File: src/rtl/ps2_host_tx.sv
// Host-to-device PS/2 transmitter: inhibits the bus, issues request-to-send and
// shifts one command byte (odd parity) out on device-generated clock edges.
module ps2_host_tx #(
  parameter int unsigned INHIBIT_CYCLES = 5000,
  parameter int unsigned TIMEOUT_CYCLES = 750000
) (
  input  logic       clock,
  input  logic       reset,
  input  logic [7:0] cmd_data,
  input  logic       cmd_valid,
  output logic       cmd_ready,
  input  logic       ps2_clk_in,
  input  logic       ps2_dat_in,
  output logic       ps2_clk_oe,
  output logic       ps2_dat_oe,
  output logic       tx_done,
  output logic       tx_error
);

  // state     | meaning
  // IDLE      | lines released, ready for a command
  // INHIBIT   | clock held low to abort any device transmission
  // RTS       | data pulled low (start bit) while clock still held
  // SEND      | clock released; data/parity/stop driven on clock falls
  // ACK       | waiting for the device to pull data low on the next fall
  // WAIT_IDLE | waiting for both lines to return high
  typedef enum logic [2:0] {
    IDLE, INHIBIT, RTS, SEND, ACK, WAIT_IDLE
  } state_t;

  localparam int unsigned CW = $clog2(TIMEOUT_CYCLES + 1);
  localparam logic [CW-1:0] INH_LAST = CW'(INHIBIT_CYCLES - 1);
  localparam logic [CW-1:0] TO_LAST  = CW'(TIMEOUT_CYCLES - 1);

  state_t        state, state_nxt;
  logic [1:0]    clk_sync, dat_sync;
  logic          clk_prev;
  logic [CW-1:0] cnt;
  logic [3:0]    bitidx;
  logic [9:0]    frame;
  logic          dat_drive;
  logic          done_q, err_q;

  logic clk_s, dat_s, clk_fall, timeout;

  assign clk_s    = clk_sync[1];
  assign dat_s    = dat_sync[1];
  assign clk_fall = clk_prev & ~clk_s;
  assign timeout  = ((state == SEND) || (state == ACK) || (state == WAIT_IDLE))
                    && (cnt == TO_LAST);

  always_ff @(posedge clock or negedge reset) begin
    if (!reset) state <= IDLE;
    else        state <= state_nxt;
  end

  always_comb begin
    state_nxt = state;
    case (state)
      IDLE:      if (cmd_valid) state_nxt = INHIBIT;
      INHIBIT:   if (cnt == INH_LAST) state_nxt = RTS;
      RTS:       state_nxt = SEND;
      SEND: begin
        if (timeout)                         state_nxt = IDLE;
        else if (clk_fall && bitidx == 4'd9) state_nxt = ACK;
      end
      ACK: begin
        if (timeout)       state_nxt = IDLE;
        else if (clk_fall) state_nxt = dat_s ? IDLE : WAIT_IDLE;
      end
      WAIT_IDLE: begin
        if (timeout || (clk_s && dat_s)) state_nxt = IDLE;
      end
      default:   state_nxt = IDLE;
    endcase
  end

  always_comb begin
    cmd_ready  = (state == IDLE);
    ps2_clk_oe = (state == INHIBIT) || (state == RTS);
    ps2_dat_oe = dat_drive && ((state == RTS) || (state == SEND));
    tx_done    = done_q;
    tx_error   = err_q;
  end

  // Datapath: synchronisers, shared inhibit/timeout counter, bit shifter, status pulses.
  always_ff @(posedge clock or negedge reset) begin
    if (!reset) begin
      clk_sync  <= 2'b11;
      dat_sync  <= 2'b11;
      clk_prev  <= 1'b1;
      cnt       <= '0;
      bitidx    <= '0;
      frame     <= '0;
      dat_drive <= 1'b0;
      done_q    <= 1'b0;
      err_q     <= 1'b0;
    end else begin
      clk_sync <= {clk_sync[0], ps2_clk_in};
      dat_sync <= {dat_sync[0], ps2_dat_in};
      clk_prev <= clk_s;
      done_q   <= 1'b0;
      err_q    <= 1'b0;
      case (state)
        IDLE: begin
          dat_drive <= 1'b0;
          if (cmd_valid) begin
            frame <= {1'b1, ~^cmd_data, cmd_data};
            cnt   <= '0;
          end
        end
        INHIBIT: begin
          cnt <= cnt + CW'(1);
          if (cnt == INH_LAST) dat_drive <= 1'b1;
        end
        RTS: begin
          cnt    <= '0;
          bitidx <= '0;
        end
        SEND: begin
          cnt <= cnt + CW'(1);
          if (timeout) begin
            dat_drive <= 1'b0;
            err_q     <= 1'b1;
          end else if (clk_fall) begin
            dat_drive <= ~frame[bitidx];
            bitidx    <= bitidx + 4'd1;
          end
        end
        ACK: begin
          cnt       <= cnt + CW'(1);
          dat_drive <= 1'b0;
          if (timeout || (clk_fall && dat_s)) err_q <= 1'b1;
        end
        WAIT_IDLE: begin
          cnt <= cnt + CW'(1);
          if (timeout)             err_q  <= 1'b1;
          else if (clk_s && dat_s) done_q <= 1'b1;
        end
        default: dat_drive <= 1'b0;
      endcase
    end
  end

endmodule

File: config.mk
export PLATFORM = sky130hd
export DESIGN_NAME = ps2_host_tx
export DESIGN_NICKNAME = d
export VERILOG_FILES = /design/src/rtl/ps2_host_tx.sv
export SDC_FILE = /design/constraint.sdc
export NUM_CORES = 1
export LEC_CHECK = 0
export CELL_PAD_IN_SITES_DETAIL_PLACEMENT = 0
export CELL_PAD_IN_SITES_GLOBAL_PLACEMENT = 1
export CORE_ASPECT_RATIO = 0.8
export CORE_UTILIZATION = 40
export DETAILED_ROUTE_END_ITERATION = 10
export PLACE_DENSITY = 0.77
export SYNTH_ARGS = -nofsm -noshare
export SYNTH_HDL_FRONTEND = slang
export SYNTH_SLANG_ARGS = --single-unit
File: constraint.sdc
create_clock -name clock -period 2.6 [get_ports clock]
set_clock_uncertainty 0.2 [all_clocks]
set_input_delay 0.78 -clock clock [delete_from_list [all_inputs] [get_ports clock]]
set_output_delay 0.78 -clock clock [all_outputs]
set_load 0.02 [all_outputs]
# Yosys cells after proc, flatten, opt, wreduce, memory -nomap -nowiden
# Cells that the tools add are included.
# classes
add_sub_neg,2
magnitude_cmp,1
eq_ne,16
muxes,26
bitwise_logic,4
reduce_logical,23
# ops
cell,n
case mux 20 bit (3 select lines),1
2-to-1 mux 3 bit,8
"adder 20 x 1 -> 20 bit, second input constant",1
"== test 20 x 13 -> 1 bit, second input constant",1
"== test 20 bit, second input constant",1
2-to-1 mux 20 bit,1
case mux 3 bit (6 select lines),1
2-to-1 mux 1 bit,9
2-to-1 mux 4 bit,2
"!= test 2 bit, second input constant",4
case mux 4 bit (2 select lines),1
XNOR reduction 8 bit,1
"== test 3 x 2 -> 1 bit, second input constant",2
"== test 3 bit, second input constant",2
logical OR 1 bit,6
"!= test 3 bit, second input constant",2
AND reduction 3 bit,2
logical AND 1 bit,5
"less-than comparator 4 x 5 -> 1 bit, second input constant",1
AND reduction 5 bit,1
"adder 4 x 1 -> 4 bit, second input constant",1
binary-select mux 1 bit (select 4 bit),1
"== test 4 bit, second input constant",1
AND reduction 2 bit,2
other kinds (12),15
# word_totals
regBits,45
output_inout_bits,5
word_cells,82

# Longest topological paths before layout
# Gate-level depths: netlist (run 1).
# depth
ltp_word,7
depth_mapped,7
ltp_nobuf,7

# Worst setup path before layout (run 1)
# Ideal clock, no wire load.
# synth_timing
kind,register -> register
from,register state[2]
to,register frame[0]
setup_time_ns,0.125
arrival_ns,1.924
required_time_ns,2.275
setup_slack_ns,0.351
path_stages_with_launch,6
cell_sequence,dfrtp_1 > buf_2 > nor3_1 > and2_1 > clkbuf_1 > mux2_2
# synth_via
elab_chain_cells,2
# synth_rtl
item,line_no,rtl
from (decl),35,"state_t state, state_nxt;"
from (signal assigned),54,else state <= state_nxt;
zero test 3 bit,-,
net cmd_ready,11,"output logic cmd_ready,"
AND reduction 2 bit (no line),-,
to (signal assigned),108,"frame <= {1'b1, ~^cmd_data, cmd_data};"
to (decl),40,logic [9:0] frame;
# The timed path passes the listed nets, and every way through them passes these cells.
# A chain may end at the register's enable or synchronous reset.

# Worst setup path after layout (run 1)
# layout_timing
from,register state[1]
to,output ps2_clk_oe
# layout_via
elab_chain_cells,2
# layout_rtl
item,line_no,rtl
== test 3 x 1 -> 1 bit / == test 3 x 2 -> 1 bit (equally long branches),80,ps2_clk_oe = (state == INHIBIT) || (state == RTS);
logical OR 1 bit (*),80,
to (decl),14,"output logic ps2_clk_oe,"
# Every way passes the cells marked *; elsewhere a longest branch is shown, timed or not.

==> reports/results.txt, run 1 <==
Total wirelength of the detailed-routed design: 5317 um. The non-filler instance count after layout is 357. Number of maximum-capacitance violations: 0. The area growth from synthesis to layout is 19.02%.

The cell row count was 25; the clock sink count was 45. The final standard cell utilization of the core is 0.4966. The predominant post-synthesis flop cell is dfrtp_1.

The root buffer cell was clkbuf_8. The initial antenna violation count is 0, and the via density per instance is 5.227. By area, the combinational part of the netlist is dominated by simple AND/OR/NAND/NOR gates. The startpoint class of the critical path is a register.

The share of synthesized area spent on multiplexers was 0.07921. TritonCTS built the clock tree. The die footprint was 0.006520 sq mm.

Counting every instance in the synthesized netlist gives 248. The normalized max-slew margin came out at 0.4184. The run gives 2 as the buffer levels on the longest clock path.

The transition at the pin with the smallest max-transition slack was 0.8645 ns; the starting utilization of the core area was 0.4173. The share of synthesized flip-flops with an asynchronous set or reset was 1.000. Entering global routing, the biggest net connects 24 pins. In this run the count of I/O pins placed on the die edge is 18. For the number of buffers inserted during clock tree synthesis, the log shows 5.

Across the VDD grid, the largest voltage drop is 0.0002924 V. The run finished with clean final reports. The tightest min-delay check is of the reg -> reg type. Including well taps, the total number of placed cells is 349. After synthesis the cells add up to 0.002480 sq mm. The tools report the number of nets in the finished design as 291. In the routed design, unresolved DRC markers number 0. Critical-path cell with the highest stage delay: dfrtp_1.

The number of optimization iterations in the first detailed-route pass is 4. Yosys synthesis warning count: 0. Clock-pin slew was measured on the worst setup and hold paths at 0.09 ns.

The mean instance size in the synthesized netlist came out at 10.00 sq um. The logs give 0 for the total count of hold-check failures in the final report and 0.005943 sq mm for the floorplan core area. The HPWL after detailed placement is 3988 um. The run gives 1,801 as the number of global-route vias before repair.

The number of setup buffers added after CTS was 0; the count of H-tree levels built during CTS was 2. The fraction of final layout cells sized beyond drive strength 1 works out to 0.1775. The repair_antennas step left the layout with diodes totalling 0. The per-cell routed wire length was 14.89 um; the highest cell delay on the worst timing path was 0.44 ns.

The number of enable flip-flop cells after synthesis was 0. Power comes to 1345 uW. The sum of overflow across all layers after global routing is 0.

Counting every net in the synthesized netlist gives 264. Number of design-rule violations left by the first detailed-router iteration: 125. The area fraction in compound gates after synthesis was 0.08022.

The netlist uses 49 different library cells. STA classifies the critical path endpoint as an output pin. The share of synthesized cell area in and, or, nand and nor gates works out to 0.2543. The synthesized-area fraction occupied by adder cells works out to 0.01514. Traced cell by cell, the critical path runs through nand2b_1 > a21oi_1 > dlygate4sd2_1.

The achievable frequency was 403.0 MHz; the number of setup violations in the final report was 0. The worst path needs 2.482 ns of the cycle, external delays included. The routed layout has 1,866 vias. Power spread over the standard cell area amounts to 455.8 mW/mm^2. Setup repair after global routing left no endpoint under its margin. The logs give 0.4566 for the sequential-to-total area share from yosys stat and 0.001282 uW for the leakage component of the power. The first-pass GRT wire length was 9301 um. The filler cells instantiated in the layout total 557.

After synthesis the netlist holds a flip-flop and latch count of 45. The share of the cycle needed by the critical path after routing is 0.9545, and the vertical die dimension is 72.43 um. Of all nets on the critical path, the largest fanout is 5. The xor-xnor portion of the synthesized cell area was 0.08476; the number of pins exceeding their max-slew limit in the final report was 0.

Data arrives at the worst endpoint at 1.50 ns. For the clock insertion delay at the later pin of the skew report, the log shows 0.30 ns. Input and output buffers added on the ports amount to 17. In this run the horizontal extent of the chip is 90.03 um. The number of nets with antenna violations after routing is 0.

The combined global-route utilization of all metal layers is 0.1817, and the weighted congestion at the end of routability-driven global placement is 0.8429. The start-to-end type of the worst setup path is reg -> out. Required time of the critical path: 1.62 ns.
==> cell usage after synthesis (2+ instances only) <==
library cell / n / area share
dfrtp_1: 40 / 0.40
nor2_1: 27 / 0.041
nand2_1: 21 / 0.032
xnor2_1: 14 / 0.049
xor2_1: 10 / 0.035
mux2_2: 9 / 0.041
nand3_1: 9 / 0.018
nor3_1: 9 / 0.018
a21oi_1: 8 / 0.016
clkbuf_1: 8 / 0.012
and3_1: 5 / 0.013
buf_2: 5 / 0.010
dfstp_2: 5 / 0.053
inv_1: 5 / 0.0076
mux2i_1: 5 / 0.020
nand2b_1: 5 / 0.013
nand4_1: 5 / 0.013
nor4_1: 5 / 0.013
or4_1: 5 / 0.015
and4_1: 4 / 0.014
and2_1: 3 / 0.0076
ha_1: 3 / 0.015
o22ai_1: 3 / 0.0076
o31ai_1: 3 / 0.0091
a22oi_1: 2 / 0.0061
and3b_1: 2 / 0.0071
mux4_2: 2 / 0.018
nand4b_1: 2 / 0.0071
nor2b_1: 2 / 0.0050
o21ai_0: 2 / 0.0040
o31a_1: 2 / 0.0071
==> state kept, by name, indices dropped and copies added, names as in the netlist <==
name       cells
state          3
frame         10
tx_error       1
cnt           20
clk_sync       2
clk_prev       1
dat_drive      1
tx_done        1
bitidx         4
dat_sync       2
==> where the power goes <==
part | total (uW) | switching (uW) | internal, uW
clock | 563 | 250 | 313
sequential | 712 | 3.69 | 708
combinational | 70.8 | 34.3 | 36.5
total | 1350 | 288 | 1060
==> worst paths after layout <==
path                       slack, ns  cells after the start           to        start
max                             0.12                      3   ps2_clk_oe     state[1]
min                             0.16                      0  clk_sync[1]  clk_sync[0]
max reg2reg                     0.21                      5     state[0]      cnt[11]
min reg2reg                     0.16                      0  clk_sync[1]  clk_sync[0]
max in group asynchronous       1.45                      2    dat_drive        reset
min in group asynchronous       0.25                      1     frame[8]        reset
==> metrics by stage <==
stage	worst slack, ns	setup TNS (ns)	cell area [sq um]	hold slack, ns
global placement	-0.08930	-0.1160	2829	0.1463
detailed placement	-0.1408	-0.5558	2829	0.1493
global route	0.02145	0	2952	0.1739
floorplan	0.3513	0	2480	0.1452
CTS	0.09776	0	2945	0.1631
finish	0.1184	0	2952	0.1622
==> cell usage in the layout, fill, tap and decap left out, types with 3 or more instances in the layout <==
cell type,count
o31ai_1,3
xnor2_1,14
xor2_1,10
nand2_1,21
and4_1,4
and3_1,5
ha_1,3
clkbuf_8,6
buf_4,15
nor3_1,8
dfrtp_1,40
dfstp_2,5
dlygate4sd2_1,3
or4_1,5
inv_1,5
mux2_2,9
and2_1,3
nor2_1,27
nand3_1,9
nor4_1,4
a21oi_1,8
clkdlybuf4s50_1,13
mux2i_1,5
nand2b_1,5
nand4_1,5
o22ai_1,3
==> routing by layer <==
layer | vias up | global-route usage | part of all wire
met5 | - | 0 | 0
met4 | 0 | 0.05376 | 0.013
met3 | 7 | 0.03249 | 0.042
met2 | 39 | 0.2358 | 0.37
met1 | 880 | 0.2976 | 0.57
li1 | 940 | - | -
==> kinds of logic after synthesis <==
family | Yosys count
flip-flops | 45
AND/OR/NAND/NOR | 113
XOR/XNOR | 24
buffers and inverters | 18
multiplexers | 16
AO/OA/AOI/OAI | 29
adder cells (fa/ha/maj) | 3
==> worst max-delay path, delay by kind of cell, from the launching register on <==
kind / cells / cell delay (ns)
and+or+nand+nor: 1 / 0.25
AOI/OAI and AO/OA: 1 / 0.16
buffers and inverters: 1 / 0.35
DFF: 1 / 0.44
==> layout make-up <==
class	count	area (sq um)	share of cell area
inverters	5	18.77	0.006359
clock inverters	2	37.54	0.01272
clock buffers	6	82.58	0.02798
well taps	81	101.3	0.03434
repair buffers	33	294.0	0.09962
flip-flops and latches	45	1132	0.3836
multi-input cells	185	1285	0.4354
==> timing repair <==
item	in CTS	in global routing
hold buffers	0	0
endpoints found under the hold margin	0	0
gates resized for setup	3	1
setup endpoints to repair	3	1
Power figures use the tool's default switching activity.
==> run 2: changes to the inputs <==
- CTS_BUF_LIST: unset -> sky130_fd_sc_hd__clkbuf_4
- CTS_CLUSTER_SIZE: unset -> 30
==> run 2 against run 1 <==
Effect of this change: register-to-register slack hardly changed; hold slack better by 0.0040 ns; global-route usage is 0.14 points higher; count of clock-buffer cells in the layout is 1 lower; total power is 9.3% lower; non-clock buffer count stayed put; utilization is 0.93 points lower; first-iteration DRC count is 12% lower; critical endpoint is now cmd_ready; largest cell class unchanged.
==> reports/results.txt, run 2 (synthesis results as in run 1) <==
The flow ran to the end, and the final reports show no timing, DRC or antenna violations. The starting utilization of the core area was 0.4173. By startpoint and endpoint, the worst setup path is classified as reg -> out. The placed instances occupy a cell area of 0.002829 sq mm.

Using the TritonRoute via totals, the vias-per-cell ratio works out to 5.272. Slack of the critical path: 0.1654 ns. The net count of the finished layout is 291.

The vertical die dimension was 72.43 um. For the pin with the worst max-slew slack, the measured transition is 0.8602 ns. The number of setup violations in the final report was 0; the overall power was 1220 uW. The run gives 0 as the number of nets with antenna violations after routing. Setup repair after global routing left no endpoint under its margin. The number of design-rule violations left by the first detailed-router iteration was 110; the share of total power consumed by net switching was 0.2261. Relative contribution of combinational cells to total power: 0.058.

The area added between synthesis and finish was 16.80%. Counting flops per register, the top entry is cnt. The area occupied by multi-input gates came out at 0.001279 sq mm.

For this design the static power due to leakage is 0.001261 uW. The clock insertion delay at the later pin of the skew report is 0.37 ns. The register-to-register path setup slack is 0.21 ns. The library cell used most frequently in the layout, excluding fill and tap cells, is dfrtp_1. The tightest hold path in the finished design has a slack of 0.1662 ns. The sequential cells in the finished layout cover a total of 0.001132 sq mm.

The number of pins exceeding their max-slew limit in the final report came out at 0. Normalized max-slew margin: 0.4213. The sum of overflow across all layers after global routing was 0; the clock share of power was 0.358.

Die span in x: 90.03 um. The fraction of final layout cells sized beyond drive strength 1 was 0.1775; the number of global-route vias before repair was 1,808. The initial antenna violation count came out at 0. The sum of negative setup slack was 0 ns; the number of buffers inserted during clock tree synthesis was 5. Once the clock tree was built, the setup fixing pass inserted 0 buffers.

The largest registers in the layout are cnt (20), frame (10), bitidx (4). The combined global-route utilization of all metal layers was 0.1831. The layout has 566 filler cells. The first-pass GRT wire length is 9328 um.

The total count of hold-check failures in the final report came out at 0. The per-cell routed wire length came out at 14.81 um. The share of the cycle needed by the critical path after routing is 0.9364. The switching power came out at 276.0 uW. Power spread over the standard cell area amounts to 421.3 mW/mm^2. The kind of path behind the tightest hold check is in -> async. The register with the most flip-flops in the layout has 20 of them. The clock tree synthesis step divided the H-tree into 2 levels. The tools report the maximum vdd ir drop as 0.0002570 V.

The HPWL after detailed placement is 3988 um. Entering global routing, the biggest net connects 24 pins. After detailed routing, the number of remaining DRC violations is 0.

The die footprint is 0.006520 sq mm. The tool flagged a number of max-cap violations equal to 0. Prior to clock tree synthesis, the placed netlist has a worst setup slack of -0.1408 ns.

Achievable frequency: 410.8 MHz. After routing the design area is 0.002897 sq mm. The number of antenna diodes in the final layout is 0. Data on the critical path arrives at its endpoint at 1.45 ns. The core region is 0.005943 sq mm. The floorplan has 25 rows. The logs give 0.584 for the register share of total power and 944.3 uW for the internal power component. TritonCTS built the clock tree. Routability-driven placement finished with a final weighted congestion of 0.8429. The final route contains 1,882 vias. Count of port buffers added during placement: 17. Largest fanout of any net on the critical path: 6.

The routed design could run at a clock period as short as 2.435 ns. The tools report the startpoint class of the critical path as a register. The clock passes through at most 2 buffers. 18 I/O pins were placed. The run gives 0 as the number of buffers inserted by hold repair at cts. The logs give 5287 um for the total wirelength of the detailed-routed design and 1.62 ns for the required time of the critical path. The clock slew at the register clock pins of the worst setup and hold paths came out at 0.13 ns. The tree built by TritonCTS fans out to 45 sinks. The tree is rooted in a clkbuf_4. STA classifies the critical path endpoint as an output pin. In the layout the commonest cells are dfrtp_1 (40), nor2_1 (27), nand2_1 (21), buf_4 (15), xnor2_1 (14). Before antenna repair, the detailed router went through 4 iterations.
## run 2: cell count changes in the layout (fill, tap and decap cells not counted), sizes merged
cell / change
clkbuf: +1
dlygate4sd2: -2
clkinv: +1
## run 2: layout make-up
| cell class | count | area share |
|---|---|---|
| Clock buffer | 5 | 0.01296 |
| Clock inverter | 3 | 0.01425 |
| Inverter | 5 | 0.006479 |
| Multi-Input combinational cell | 185 | 0.4415 |
| Sequential cell | 45 | 0.3909 |
| Tap cell | 81 | 0.03499 |
| Timing Repair Buffer | 33 | 0.09892 |
## run 2: what timing repair did
| action | 4_1_cts | 5_1_grt |
|---|---|---|
| resized for setup | 3 | 4 |
| pin swaps | 0 | 0 |
| endpoints found under the setup margin | 3 | 2 |
| cloned | 0 | 0 |
## run 2: path summary, 6_finish.rpt
kind	to	cells after the start	start
setup reg to reg	state[0]	5	cnt[11]
max in group asynchronous	bitidx[0]	2	reset
hold / removal	bitidx[3]	1	reset
setup / recovery	cmd_ready	2	state[0]
hold reg to reg	clk_sync[1]	0	clk_sync[0]
min in group clock	clk_sync[1]	0	clk_sync[0]
## run 2: metrics by stage
step                utilization  std cells
floorplan                     -        248
global placement         0.4760        349
detailed placement       0.4760        349
CTS                      0.4886        357
global route             0.4874        357
finish                   0.4874        357
## run 2: critical path: stages, from the launching register on
cell           delay (ns)
dfrtp_1              0.47
nor3_1               0.26
dlygate4sd2_1        0.36
## run 2: power groups by stage
stage	Combinational, uW	Sequential [uW]	Clock (uW)
CTS	72.7	712	455
finish	70.6	712	437
global route	80.5	714	476
floorplan	26.7	724	0
global placement	71.8	725	0
detailed placement	72.4	725	0
## run 2: metal layers
metal	wire length [um]	up-vias	global-route usage
met5	0	-	0
met4	77	0	0.06452
met3	247	7	0.03249
met2	1991	44	0.2383
met1	2971	892	0.2956
li1	-	939	-
==> run 3: changes to the inputs <==
- CORE_UTILIZATION: 40 -> 48
- PLACE_DENSITY: 0.77 -> 0.88
==> run 3 against run 2 <==
Effect of this change: utilization is 8.2 points higher; die area decreased by 16%; critical path depth rose by 1; final cell count decreased by 7.3%; total power grew 2.1%; sequential cell count did not move; hold slack worse by 0.017 ns; clock power grew 6.4%; count of clock-buffer cells in the layout stayed put; sequential power about the same; via count fell by 0.43%; global-route usage rose by 3.2 points; critical endpoint is now ps2_clk_oe.
==> reports/results.txt, run 3 (synthesis results as in run 1) <==
The via density per instance was 5.662. The run finished with clean final reports. Start-to-end type of the worst setup path: reg -> out. The clock insertion delay at the later pin of the skew report was 0.37 ns; the highest cell delay on the worst timing path was 0.44 ns.

The worst path buffer plus inverter count was 1; the register-to-register path setup slack was 0.28 ns. The tools report the met3 capacity usage during global routing as 0.04414. The total overflow left after global routing is 0. The total count of hold-check failures in the final report was 0. For the normalized max-slew margin, the log shows 0.5409. Detailed placement ended at an HPWL of 3629 um. Data arrives at the worst endpoint at 1.48 ns. For this design the top-level I/O count stands at 18. After clock tree synthesis, the clock-pin slew on the worst setup and hold paths is 0.16 ns. Once placement completed, the tool counted placed cells totaling 323. The combined global-route utilization of all metal layers was 0.2149; the buffer levels on the longest clock path was 2. The largest registers in the layout are cnt (20), frame (10), bitidx (4).

The total wirelength of the detailed-routed design was 5061 um; the number of buffers inserted during clock tree synthesis was 5. After filler insertion, the fill cell instance count of the layout stands at 451. The kind of path behind the tightest hold check was in -> async. The tools report the number of pins exceeding their max-slew limit in the final report as 0. The number of buffers inserted by hold repair at cts was 0. Along the worst path, the maximum fanout reaches 5. The fraction of met1 tracks used by global routing is 0.3257, and the leakage component of the power is 0.001232 uW.

Setup violations remaining at the end of the flow were counted as 0. For this run, the top clock speed supported by timing is 405.9 MHz. Number of design-rule violations left by the first detailed-router iteration: 150. Setup repair after global routing left no endpoint under its margin. For the pin count of the biggest net entering global routing, the log shows 26.

The final critical delay including setup and external delays works out to 2.464 ns. Startpoint class of the critical path: a register. For the worst setup path, the data required time is 1.62 ns. The number of optimization iterations in the first detailed-route pass was 4; the cell row count was 23. The run gives 2 as the count of H-tree levels built during CTS.

The run gives 0.005460 sq mm as the die footprint. TritonCTS built the clock tree. Once detail routing completed, the nets flagged for antenna violations numbered 0.

The tools report the post-detailed-route DRC marker count as 0. The count of port buffers added during placement works out to 17. The number of maximum-capacitance violations came out at 0. For the pin with the worst max-slew slack, the measured transition is 0.6824 ns.

Broken down by cell family, the worst path's largest delay share belongs to flip-flops. The finished layout holds 331 standard cells, fillers aside. The number of flip-flops in the largest register came out at 20. Ranked by flip-flop count, first place goes to cnt.

The library cell used most frequently in the layout, excluding fill and tap cells, is dfrtp_1. The endpoint identified for the worst register-to-register timing path is state[0]. Detailed routing inserted a total of 1,874 vias. The per-cell routed wire length is 15.29 um.

The run gives 0 as the initial antenna violation count. The layer with the highest usage after global routing was met1. The reg-to-reg startpoint was cnt[10]. The number of antenna diodes in the final layout is 0. The net count of the finished layout is 284. The share of the cycle needed by the critical path after routing came out at 0.9476.

The first global-routing pass estimated 8742 um of wire. In the layout the commonest cells are dfrtp_1 (39), nor2_1 (27), nand2_1 (21), xnor2_1 (14), clkdlybuf4s50_1 (13). The floorplan core area is 0.004979 sq mm. The tools report the number of global-route vias before repair as 1,822. The completed layout was analyzed and its total power is 1246 uW.

The die is 66.29 um tall. Number of setup buffers added after CTS: 0. The die span in x is 82.36 um. The logs give 0.8274 for the weighted congestion at the end of routability-driven global placement and 0.0003022 V for the maximum vdd ir drop. The starting utilization of the core area is 0.4981.

The area added between synthesis and finish was 14.33%. The clock sink count was 45; the fraction of final layout cells sized beyond drive strength 1 was 0.1561. Counting cells, the worst reg-to-reg path comes to 5. The cell area power density works out to 439.6 mW/mm^2. The critical path goes through nand2b_1 > a21oi_1 > dlygate4sd2_1. The number of gates resized after CTS was 4. Clock tree synthesis selected as its root buffer the cell clkbuf_4. The slowest stage of the critical path belongs to the cell dfrtp_1. The tools report the met2 track demand over resource as 0.3037. The kind of end point of the critical path is an output pin.
run 3: layout make-up:
| cell class | instances | area, sq um | share of cell area |
|---|---|---|---|
| well taps | 62 | 77.57 | 0.02736 |
| repair buffers | 26 | 241.5 | 0.08517 |
| flip-flops and latches | 45 | 1134 | 0.3998 |
| multi-input cells | 185 | 1279 | 0.4510 |
| clock buffers | 5 | 37.54 | 0.01324 |
| inverters | 5 | 18.77 | 0.006620 |
| clock inverters | 3 | 47.55 | 0.01677 |
run 3: power breakdown:
| group | switching (uW) | internal [uW] | total, uW |
|---|---|---|---|
| sequential | 4.17 | 709 | 713 |
| combinational | 33.2 | 35.6 | 68.8 |
| clock | 255 | 210 | 465 |
| total | 292 | 954 | 1250 |
run 3: worst max-delay path by stage:
stage                 endpoint      start  slack (ns)  depth (start not counted)
finish              ps2_clk_oe   state[1]        0.14                          3
global route        ps2_dat_oe   state[2]        0.05                          3
CTS                 ps2_dat_oe   state[2]        0.12                          3
detailed placement     cnt[11]  cmd_valid       -0.11                          7
global placement        cnt[5]  cmd_valid       -0.08                          7
floorplan             frame[0]   state[2]        0.35                          5
run 3: layer usage:
layer / share of wire / routed length [um]
met1: 0.55 / 2772
met5: 0 / 0
met4: 0.0091 / 46
met2: 0.41 / 2096
met3: 0.029 / 146
run 3: metrics by stage:
stage,hold slack [ns],area [sq um],TNS [ns],setup slack (ns),util
2_1_floorplan,0.1452,2480,0,0.3513,-
3_3_place_gp,0.1463,2753,-0.4560,-0.08232,0.5529
3_5_place_dp,0.1493,2753,-0.6231,-0.1075,0.5529
4_1_cts,0.1623,2835,0,0.1205,0.5695
5_1_grt,0.1560,2835,0,0.05445,0.5695
6_report,0.1495,2835,0,0.1363,0.5695
run 3: worst register-to-register path, cell delays in order (launching register included):
cell	delay, ns
dfrtp_1	0.46
or4_1	0.57
nor3_2	0.23
nand4_1	0.29
a211o_1	0.34
o22ai_1	0.15
